## config.mk

```make
export PLATFORM = sky130hd
export DESIGN_NAME = gcm_seq_ctrl_flat
export DESIGN_NICKNAME = d
export VERILOG_FILES = /design/src/rtl/gcm_seq_ctrl_if.sv /design/src/rtl/gcm_seq_ctrl.sv /design/src/flat_wrapper.sv
export SDC_FILE = /design/constraint.sdc
export NUM_CORES = 1
export LEC_CHECK = 0
export BUFFER_PORTS_ARGS = -buffer_cell sky130_fd_sc_hd__buf_2
export CELL_PAD_IN_SITES_DETAIL_PLACEMENT = 0
export CELL_PAD_IN_SITES_GLOBAL_PLACEMENT = 2
export CORE_MARGIN = 2
export CORE_UTILIZATION = 33
export DETAILED_ROUTE_END_ITERATION = 6
export MAX_ROUTING_LAYER = met4
export PLACE_DENSITY_LB_ADDON = 0.1
export RECOVER_POWER = 50
export SETUP_SLACK_MARGIN = 0.15
export SYNTH_ARGS = -nofsm -noshare
export SYNTH_HDL_FRONTEND = slang
export SYNTH_SLANG_ARGS = --single-unit
```

## constraint.sdc

```tcl
create_clock -name clk -period 4.5 [get_ports clk]
set_clock_uncertainty 0.1 [all_clocks]
set_input_delay 0.45 -clock clk [delete_from_list [all_inputs] [get_ports clk]]
set_output_delay 0.45 -clock clk [all_outputs]
set_load 0.02 [all_outputs]
```

## src/rtl/gcm_seq_ctrl_if.sv

```systemverilog
// rtl/gcm_seq_ctrl_if.sv - Control/handshake bundle between the GCM sequencer and its environment
interface gcm_seq_ctrl_if #(
  parameter int ADDR_W = 6
);
  logic              start;
  logic              mode_dec;
  logic [ADDR_W-1:0] blk_cnt;
  logic [ADDR_W-1:0] aad_cnt;
  logic              aes_done;
  logic              gf_done;
  logic              aes_start;
  logic [1:0]        aes_sel;
  logic              gf_start;
  logic [1:0]        gf_sel;
  logic              h_load;
  logic              j0_cap;
  logic              mem_en;
  logic              mem_we;
  logic [ADDR_W-1:0] mem_addr;
  logic              xor_en;
  logic              tag_en;
  logic              busy;
  logic              done;

  modport master (
    input  start, mode_dec, blk_cnt, aad_cnt, aes_done, gf_done,
    output aes_start, aes_sel, gf_start, gf_sel, h_load, j0_cap,
           mem_en, mem_we, mem_addr, xor_en, tag_en, busy, done
  );

  modport slave (
    output start, mode_dec, blk_cnt, aad_cnt, aes_done, gf_done,
    input  aes_start, aes_sel, gf_start, gf_sel, h_load, j0_cap,
           mem_en, mem_we, mem_addr, xor_en, tag_en, busy, done
  );
endinterface

```

## src/rtl/gcm_seq_ctrl.sv

```systemverilog
// rtl/gcm_seq_ctrl.sv - AES-GCM block sequencer (H, EK(J0), CTR, XOR write-back, GHASH, length, tag)
// Optional AAD GHASH phase after J0 is enabled by defining GCM_AAD_EN.
module gcm_seq_ctrl #(
  parameter int ADDR_W     = 6,
  parameter int TAG_ADDR   = 40,
  parameter int H_LOAD_CYC = 16,
  parameter int AAD_BASE   = 32
) (
  input  logic                clk,
  input  logic                rst,
  gcm_seq_ctrl_if.master      bus
);

  localparam int CW = $clog2(H_LOAD_CYC + 1);
  localparam logic [ADDR_W-1:0] TAG_A = TAG_ADDR[ADDR_W-1:0];
  localparam logic [CW-1:0]     H_LAST = CW'(H_LOAD_CYC - 1);

  typedef enum logic [3:0] {
    S_IDLE, S_HKEY, S_HLOAD, S_J0,
`ifdef GCM_AAD_EN
    S_AREAD, S_AGF,
`endif
    S_CTR, S_READ, S_XOR, S_WRITE, S_GHASH, S_LEN, S_TAG, S_TAGWR, S_DONE
  } state_e;

  state_e            state_q, state_d;
  logic              first_q;
  logic [CW-1:0]     hcnt_q, hcnt_d;
  logic [ADDR_W-1:0] i_q, i_d;
  logic [ADDR_W-1:0] blk_q, blk_d;
  logic              dec_q, dec_d;
`ifdef GCM_AAD_EN
  localparam logic [ADDR_W-1:0] AAD_A = AAD_BASE[ADDR_W-1:0];
  logic [ADDR_W-1:0] aad_q, aad_d;
`else
  logic              unused_aad;
  assign unused_aad = ^{bus.aad_cnt, AAD_BASE[ADDR_W-1:0]};
`endif

  // Data phase entry: an empty payload goes straight to the length block.
  state_e data_entry;
  assign data_entry = (blk_q == '0) ? S_LEN : S_CTR;

  always_ff @(posedge clk) begin
    if (rst) begin
      state_q <= S_IDLE;
      first_q <= 1'b0;
      hcnt_q  <= '0;
      i_q     <= '0;
      blk_q   <= '0;
      dec_q   <= 1'b0;
`ifdef GCM_AAD_EN
      aad_q   <= '0;
`endif
    end else begin
      state_q <= state_d;
      first_q <= (state_d != state_q);
      hcnt_q  <= hcnt_d;
      i_q     <= i_d;
      blk_q   <= blk_d;
      dec_q   <= dec_d;
`ifdef GCM_AAD_EN
      aad_q   <= aad_d;
`endif
    end
  end

  always_comb begin
    state_d       = state_q;
    hcnt_d        = hcnt_q;
    i_d           = i_q;
    blk_d         = blk_q;
    dec_d         = dec_q;
`ifdef GCM_AAD_EN
    aad_d         = aad_q;
`endif
    bus.aes_start = 1'b0;
    bus.aes_sel   = 2'd0;
    bus.gf_start  = 1'b0;
    bus.gf_sel    = 2'd0;
    bus.h_load    = 1'b0;
    bus.j0_cap    = 1'b0;
    bus.mem_en    = 1'b0;
    bus.mem_we    = 1'b0;
    bus.mem_addr  = '0;
    bus.xor_en    = 1'b0;
    bus.tag_en    = 1'b0;
    bus.busy      = (state_q != S_IDLE);
    bus.done      = 1'b0;

    case (state_q)
      S_IDLE: begin
        if (bus.start) begin
          blk_d   = bus.blk_cnt;
          dec_d   = bus.mode_dec;
`ifdef GCM_AAD_EN
          aad_d   = bus.aad_cnt;
`endif
          i_d     = '0;
          hcnt_d  = '0;
          state_d = S_HKEY;
        end
      end
      S_HKEY: begin
        bus.aes_sel   = 2'd0;
        bus.aes_start = first_q;
        if (bus.aes_done) begin
          hcnt_d  = '0;
          state_d = S_HLOAD;
        end
      end
      S_HLOAD: begin
        bus.h_load = 1'b1;
        if (hcnt_q == H_LAST) state_d = S_J0;
        else                  hcnt_d  = hcnt_q + 1'b1;
      end
      S_J0: begin
        bus.aes_sel   = 2'd1;
        bus.aes_start = first_q;
        if (bus.aes_done) begin
          bus.j0_cap = 1'b1;
          i_d        = '0;
`ifdef GCM_AAD_EN
          state_d    = (aad_q != '0) ? S_AREAD : data_entry;
`else
          state_d    = data_entry;
`endif
        end
      end
`ifdef GCM_AAD_EN
      S_AREAD: begin
        bus.mem_en   = 1'b1;
        bus.mem_addr = AAD_A + i_q;
        state_d      = S_AGF;
      end
      S_AGF: begin
        bus.gf_sel   = 2'd3;
        bus.gf_start = first_q;
        if (bus.gf_done) begin
          if (i_q == aad_q - 1'b1) begin
            i_d     = '0;
            state_d = data_entry;
          end else begin
            i_d     = i_q + 1'b1;
            state_d = S_AREAD;
          end
        end
      end
`endif
      S_CTR: begin
        bus.aes_sel   = 2'd2;
        bus.aes_start = first_q;
        if (bus.aes_done) state_d = S_READ;
      end
      S_READ: begin
        bus.mem_en   = 1'b1;
        bus.mem_addr = i_q;
        state_d      = S_XOR;
      end
      S_XOR: begin
        bus.xor_en = 1'b1;
        state_d    = S_WRITE;
      end
      S_WRITE: begin
        bus.mem_en   = 1'b1;
        bus.mem_we   = 1'b1;
        bus.mem_addr = i_q;
        state_d      = S_GHASH;
      end
      S_GHASH: begin
        // Decrypt hashes the ciphertext read from RAM, encrypt hashes the XOR output.
        bus.gf_sel   = dec_q ? 2'd1 : 2'd0;
        bus.gf_start = first_q;
        if (bus.gf_done) begin
          if (i_q == blk_q - 1'b1) begin
            state_d = S_LEN;
          end else begin
            i_d     = i_q + 1'b1;
            state_d = S_CTR;
          end
        end
      end
      S_LEN: begin
        bus.gf_sel   = 2'd2;
        bus.gf_start = first_q;
        if (bus.gf_done) state_d = S_TAG;
      end
      S_TAG: begin
        bus.xor_en = 1'b1;
        bus.tag_en = 1'b1;
        state_d    = S_TAGWR;
      end
      S_TAGWR: begin
        bus.mem_en   = 1'b1;
        bus.mem_we   = 1'b1;
        bus.mem_addr = TAG_A;
        state_d      = S_DONE;
      end
      S_DONE: begin
        bus.done = 1'b1;
        state_d  = S_IDLE;
      end
      default: state_d = S_IDLE;
    endcase
  end

endmodule

```

## src/flat_wrapper.sv

```systemverilog
// flat-port wrapper written by rule: the top's interface ports become plain ports
module gcm_seq_ctrl_flat 
#(
  parameter int ADDR_W     = 6,
  parameter int TAG_ADDR   = 40,
  parameter int H_LOAD_CYC = 16,
  parameter int AAD_BASE   = 32
)
  (clk, rst, bus_start, bus_mode_dec, bus_blk_cnt, bus_aad_cnt, bus_aes_done, bus_gf_done, bus_aes_start, bus_aes_sel, bus_gf_start, bus_gf_sel, bus_h_load, bus_j0_cap, bus_mem_en, bus_mem_we, bus_mem_addr, bus_xor_en, bus_tag_en, bus_busy, bus_done);
  gcm_seq_ctrl_if #(.ADDR_W(ADDR_W)) bus_i ();
  input  logic clk;
  input  logic rst;
  input wire logic [$bits(bus_i.start)-1:0] bus_start;
  input wire logic [$bits(bus_i.mode_dec)-1:0] bus_mode_dec;
  input wire logic [$bits(bus_i.blk_cnt)-1:0] bus_blk_cnt;
  input wire logic [$bits(bus_i.aad_cnt)-1:0] bus_aad_cnt;
  input wire logic [$bits(bus_i.aes_done)-1:0] bus_aes_done;
  input wire logic [$bits(bus_i.gf_done)-1:0] bus_gf_done;
  output wire logic [$bits(bus_i.aes_start)-1:0] bus_aes_start;
  output wire logic [$bits(bus_i.aes_sel)-1:0] bus_aes_sel;
  output wire logic [$bits(bus_i.gf_start)-1:0] bus_gf_start;
  output wire logic [$bits(bus_i.gf_sel)-1:0] bus_gf_sel;
  output wire logic [$bits(bus_i.h_load)-1:0] bus_h_load;
  output wire logic [$bits(bus_i.j0_cap)-1:0] bus_j0_cap;
  output wire logic [$bits(bus_i.mem_en)-1:0] bus_mem_en;
  output wire logic [$bits(bus_i.mem_we)-1:0] bus_mem_we;
  output wire logic [$bits(bus_i.mem_addr)-1:0] bus_mem_addr;
  output wire logic [$bits(bus_i.xor_en)-1:0] bus_xor_en;
  output wire logic [$bits(bus_i.tag_en)-1:0] bus_tag_en;
  output wire logic [$bits(bus_i.busy)-1:0] bus_busy;
  output wire logic [$bits(bus_i.done)-1:0] bus_done;
  assign bus_i.start = bus_start;
  assign bus_i.mode_dec = bus_mode_dec;
  assign bus_i.blk_cnt = bus_blk_cnt;
  assign bus_i.aad_cnt = bus_aad_cnt;
  assign bus_i.aes_done = bus_aes_done;
  assign bus_i.gf_done = bus_gf_done;
  assign bus_aes_start = bus_i.aes_start;
  assign bus_aes_sel = bus_i.aes_sel;
  assign bus_gf_start = bus_i.gf_start;
  assign bus_gf_sel = bus_i.gf_sel;
  assign bus_h_load = bus_i.h_load;
  assign bus_j0_cap = bus_i.j0_cap;
  assign bus_mem_en = bus_i.mem_en;
  assign bus_mem_we = bus_i.mem_we;
  assign bus_mem_addr = bus_i.mem_addr;
  assign bus_xor_en = bus_i.xor_en;
  assign bus_tag_en = bus_i.tag_en;
  assign bus_busy = bus_i.busy;
  assign bus_done = bus_i.done;
  gcm_seq_ctrl #(.ADDR_W(ADDR_W), .TAG_ADDR(TAG_ADDR), .H_LOAD_CYC(H_LOAD_CYC), .AAD_BASE(AAD_BASE)) u_core (.clk(clk), .rst(rst), .bus(bus_i));
endmodule
```

==> impl_metrics.yaml <==
outcome:
  status: "completed"
routing:
  routedWlPerCell_um: 13.88
  vias_per_cell: 5.127
  vias: 1620
  drt_iter0_drc: 142
  wl_mm: 4.386
  dr.pass1.iters: 4
  ant_nets: 0
  drc: 0
placed_design:
  place_congestion: 0.7621
  dp_hpwl_mm: 3.272
  port_buffers: 31
  place_ws_ns: 1.768
  dp_cells: 312
flow_run:
  drv_cap: 0
floorplanning:
  core_mm2: 0.005042
  rows: 26
  die_h_um: 75.73
  die_area_mm2: 0.005735
  start_util_pct: 33.67
  die_width_um: 75.73
  ios: 38
worst_setup_path:
  critPathMaxFanout: 15
  cp_cell_sequence: "inv_1 -> nor2_1 -> nand2_1 -> a21boi_0 -> buf_2"
  crit_buf_inv: 2
  path_class: "reg -> out"
  required_ns: 3.95
  end_kind: "primary output"
  cp.arrival_ns: 2.22
  crit_slowest_cell: "dfxtp_1"
  cp_top_family: "flip-flops"
  slowest_delay_ns: 0.62
  cp-start-kind: "flop"
synth:
  ys_types: 49
  netlist_area_mm2: 0.001698
  synth_edf_count: 0
  synth_cells: 222
  synth_ff_type: "dfxtp_1"
  syn-num-nets: 245
  synth_warnings: 0
  async_flop_share_pct: 0
  avgSynthCellArea_um2: 7.648
  ys_ff_latch: 23
  synth-seq-area-share_pct: 27.12
sta:
  maxSlewHeadroom_pct: 50.29
  final_max_slew_viol_count: 0
  fmax_mhz: 360.7
  worst_slack_ns: 1.727
  rsz0062_at_grt: "false"
  tightest_slew_ns: 0.7422
  period_needed_ns: 2.773
  fin_crit_sh_pct: 61.61
  hold_viol_final: 0
  setup_violations: 0
  hold_ws_ns: 0.3049
  tns_ns: 0
cts:
  holdBufCountCts: 0
  clk_latency_ns: 0.27
  cts_resized: 0
  clock_path_buffers: 2
  postCtsSetupBuffers: 0
  numCtsBuffers: 3
  root_buffer: "clkbuf_8"
  tritoncts: "yes"
  cts_max_level: 1
  clk_pin_slew_ns: 0.09
  cts_num_sinks: 23
final_layout:
  fin_nets: 270
  fill_cells: 578
  multi_input_area_mm2: 0.001136
  final_layout_size_suffix_gt1_share_pct: 14.63
  diodes: 0
  fin_cells: 316
  ff_latch_area_um2: 460.4
  areaGrowthSynthToFinish_pct: 13.56
grt:
  grt_pass1_vias: 1459
  grt_overflow: 0
  grt_pass1_wl_mm: 7.217
  antenna_found_initial: 0
  grt_max_degree: 23
  grt_use_total_pct: 17.01
power_and_ir_drop:
  leakagePower_nw: 0.7751
  peakVddDrop_uv: 103.0
  powerDensity_mw_per_mm2: 246.1
worst_hold_path:
  hold_class: "in -> reg"
==> logic make-up after synthesis <==
kind of cell	count (synthesis)	synth area share, %
flip-flops	23	27.12
XOR/XNOR	6	3.095
buffers and inverters	24	5.380
AND/OR/NAND/NOR	89	27.56
adder cells (fa/ha/maj)	5	3.685
multiplexers	15	8.843
AO/OA/AOI/OAI	60	24.32
==> cell usage in the layout (no fill, tap or decap), types with 3 or more instances in the layout <==
master and n:
nand2b_1 6, ha_1 5, a21boi_0 4, a21oi_1 22
clkbuf_8 3, or2b_1 5, nor3b_1 3, inv_1 13
dfxtp_1 23, nand2_1 21, xnor2_1 4, nand3_1 6
clkbuf_1 5, o211ai_1 3, a211oi_1 5, o21ai_0 8
nor3_1 4, or3_1 3, buf_2 26, and3_1 5
nor2_1 22, mux2i_1 15
==> state kept, by name, indices dropped and copies added, names as in the netlist <==
signal,count
u_core.dec_q,1
u_core.first_q,1
u_core.i_q,6
u_core.hcnt_q,5
u_core.blk_q,6
u_core.state_q,4
==> final cells by class <==
cell class              instances  share of cell area [%]
flip-flops and latches         23                   23.88
well taps                      70                   4.543
inverters                      13                   2.531
multi-input cells             175                   58.92
clock buffers                   3                   2.141
repair buffers                 31                   7.722
clock inverters                 1                  0.2596
==> worst paths after layout <==
path                                       from                            end  slack (ns)  cells after the start
setup / recovery   u_core.state_q[2]$_SDFF_PP0_                bus_mem_addr[3]        1.73                      5
setup reg to reg   u_core.state_q[0]$_SDFF_PP0_     u_core.i_q[3]$_SDFFE_PP0P_        1.78                      5
hold / removal                   bus_blk_cnt[3]   u_core.blk_q[3]$_SDFFE_PP0P_        0.30                      3
hold reg to reg   u_core.hcnt_q[0]$_SDFFE_PP0P_  u_core.hcnt_q[0]$_SDFFE_PP0P_        0.39                      2
==> synthesized netlist by cell type (all sizes together) (2+ instances only) <==
| master | instances | area share, % |
|---|---|---|
| dfxtp | 23 | 27 |
| nor3 | 4 | 1.2 |
| or3 | 3 | 1.4 |
| or4 | 3 | 1.5 |
| o31ai | 2 | 0.88 |
| inv | 13 | 2.9 |
| a21oi | 22 | 6.5 |
| a21boi | 4 | 1.8 |
| nand2 | 21 | 4.6 |
| and3 | 5 | 1.8 |
| xor2 | 2 | 1.0 |
| clkbuf | 8 | 1.8 |
| a31oi | 2 | 0.74 |
| or2b | 5 | 2.2 |
| nor2 | 22 | 4.9 |
| nand3b | 2 | 0.88 |
| a211oi | 5 | 2.5 |
| mux2i | 15 | 8.8 |
| ha | 5 | 3.7 |
| o211ai | 3 | 1.3 |
| nand3 | 6 | 1.8 |
| o21ai | 8 | 2.4 |
| buf | 3 | 0.74 |
| nor3b | 3 | 1.3 |
| nand2b | 6 | 2.2 |
| nor4 | 2 | 0.74 |
| o2bb2ai | 2 | 1.0 |
| o21a | 2 | 0.88 |
| xnor2 | 4 | 2.1 |
| and2 | 2 | 0.74 |
==> report_power, final <==
| group | switching [W] | internal, W | total (W) | leakage [nW] |
|---|---|---|---|---|
| registers | 0.0000167 | 0.000212 | 0.000229 | 0.187 |
| clock network | 0.0000721 | 0.0000620 | 0.000134 | 0.0255 |
| logic | 0.0000646 | 0.0000469 | 0.000112 | 0.563 |
| total | 0.000153 | 0.000321 | 0.000475 | 0.775 |
==> layer usage <==
layer	global-route usage [%]	wire, um	part of all wire, %
met5	-	0	0
met1	23.74	2140	49
met2	25.99	2065	47
met3	1.984	135	3.1
met4	4.678	45	1.0
==> worst reg2reg max path, cell delays in order (launching register included) <==
cell	delay [ns]
dfxtp_1	0.72
nand2_1	0.36
o32ai_1	0.70
a31oi_1	0.42
or2b_1	0.25
mux2i_1	0.06
==> metrics by stage <==
stage,area (um2),util (%),total power [W]
finish,1928,38.24,0.0004745
global route,1928,38.24,0.0005071
CTS,1944,38.56,0.0004865
global placement,1898,37.64,0.0003489
detailed placement,1898,37.64,0.0003497
floorplan,1698,-,0.0003187
No activity file was read; power rests on OpenSTA's default activity.
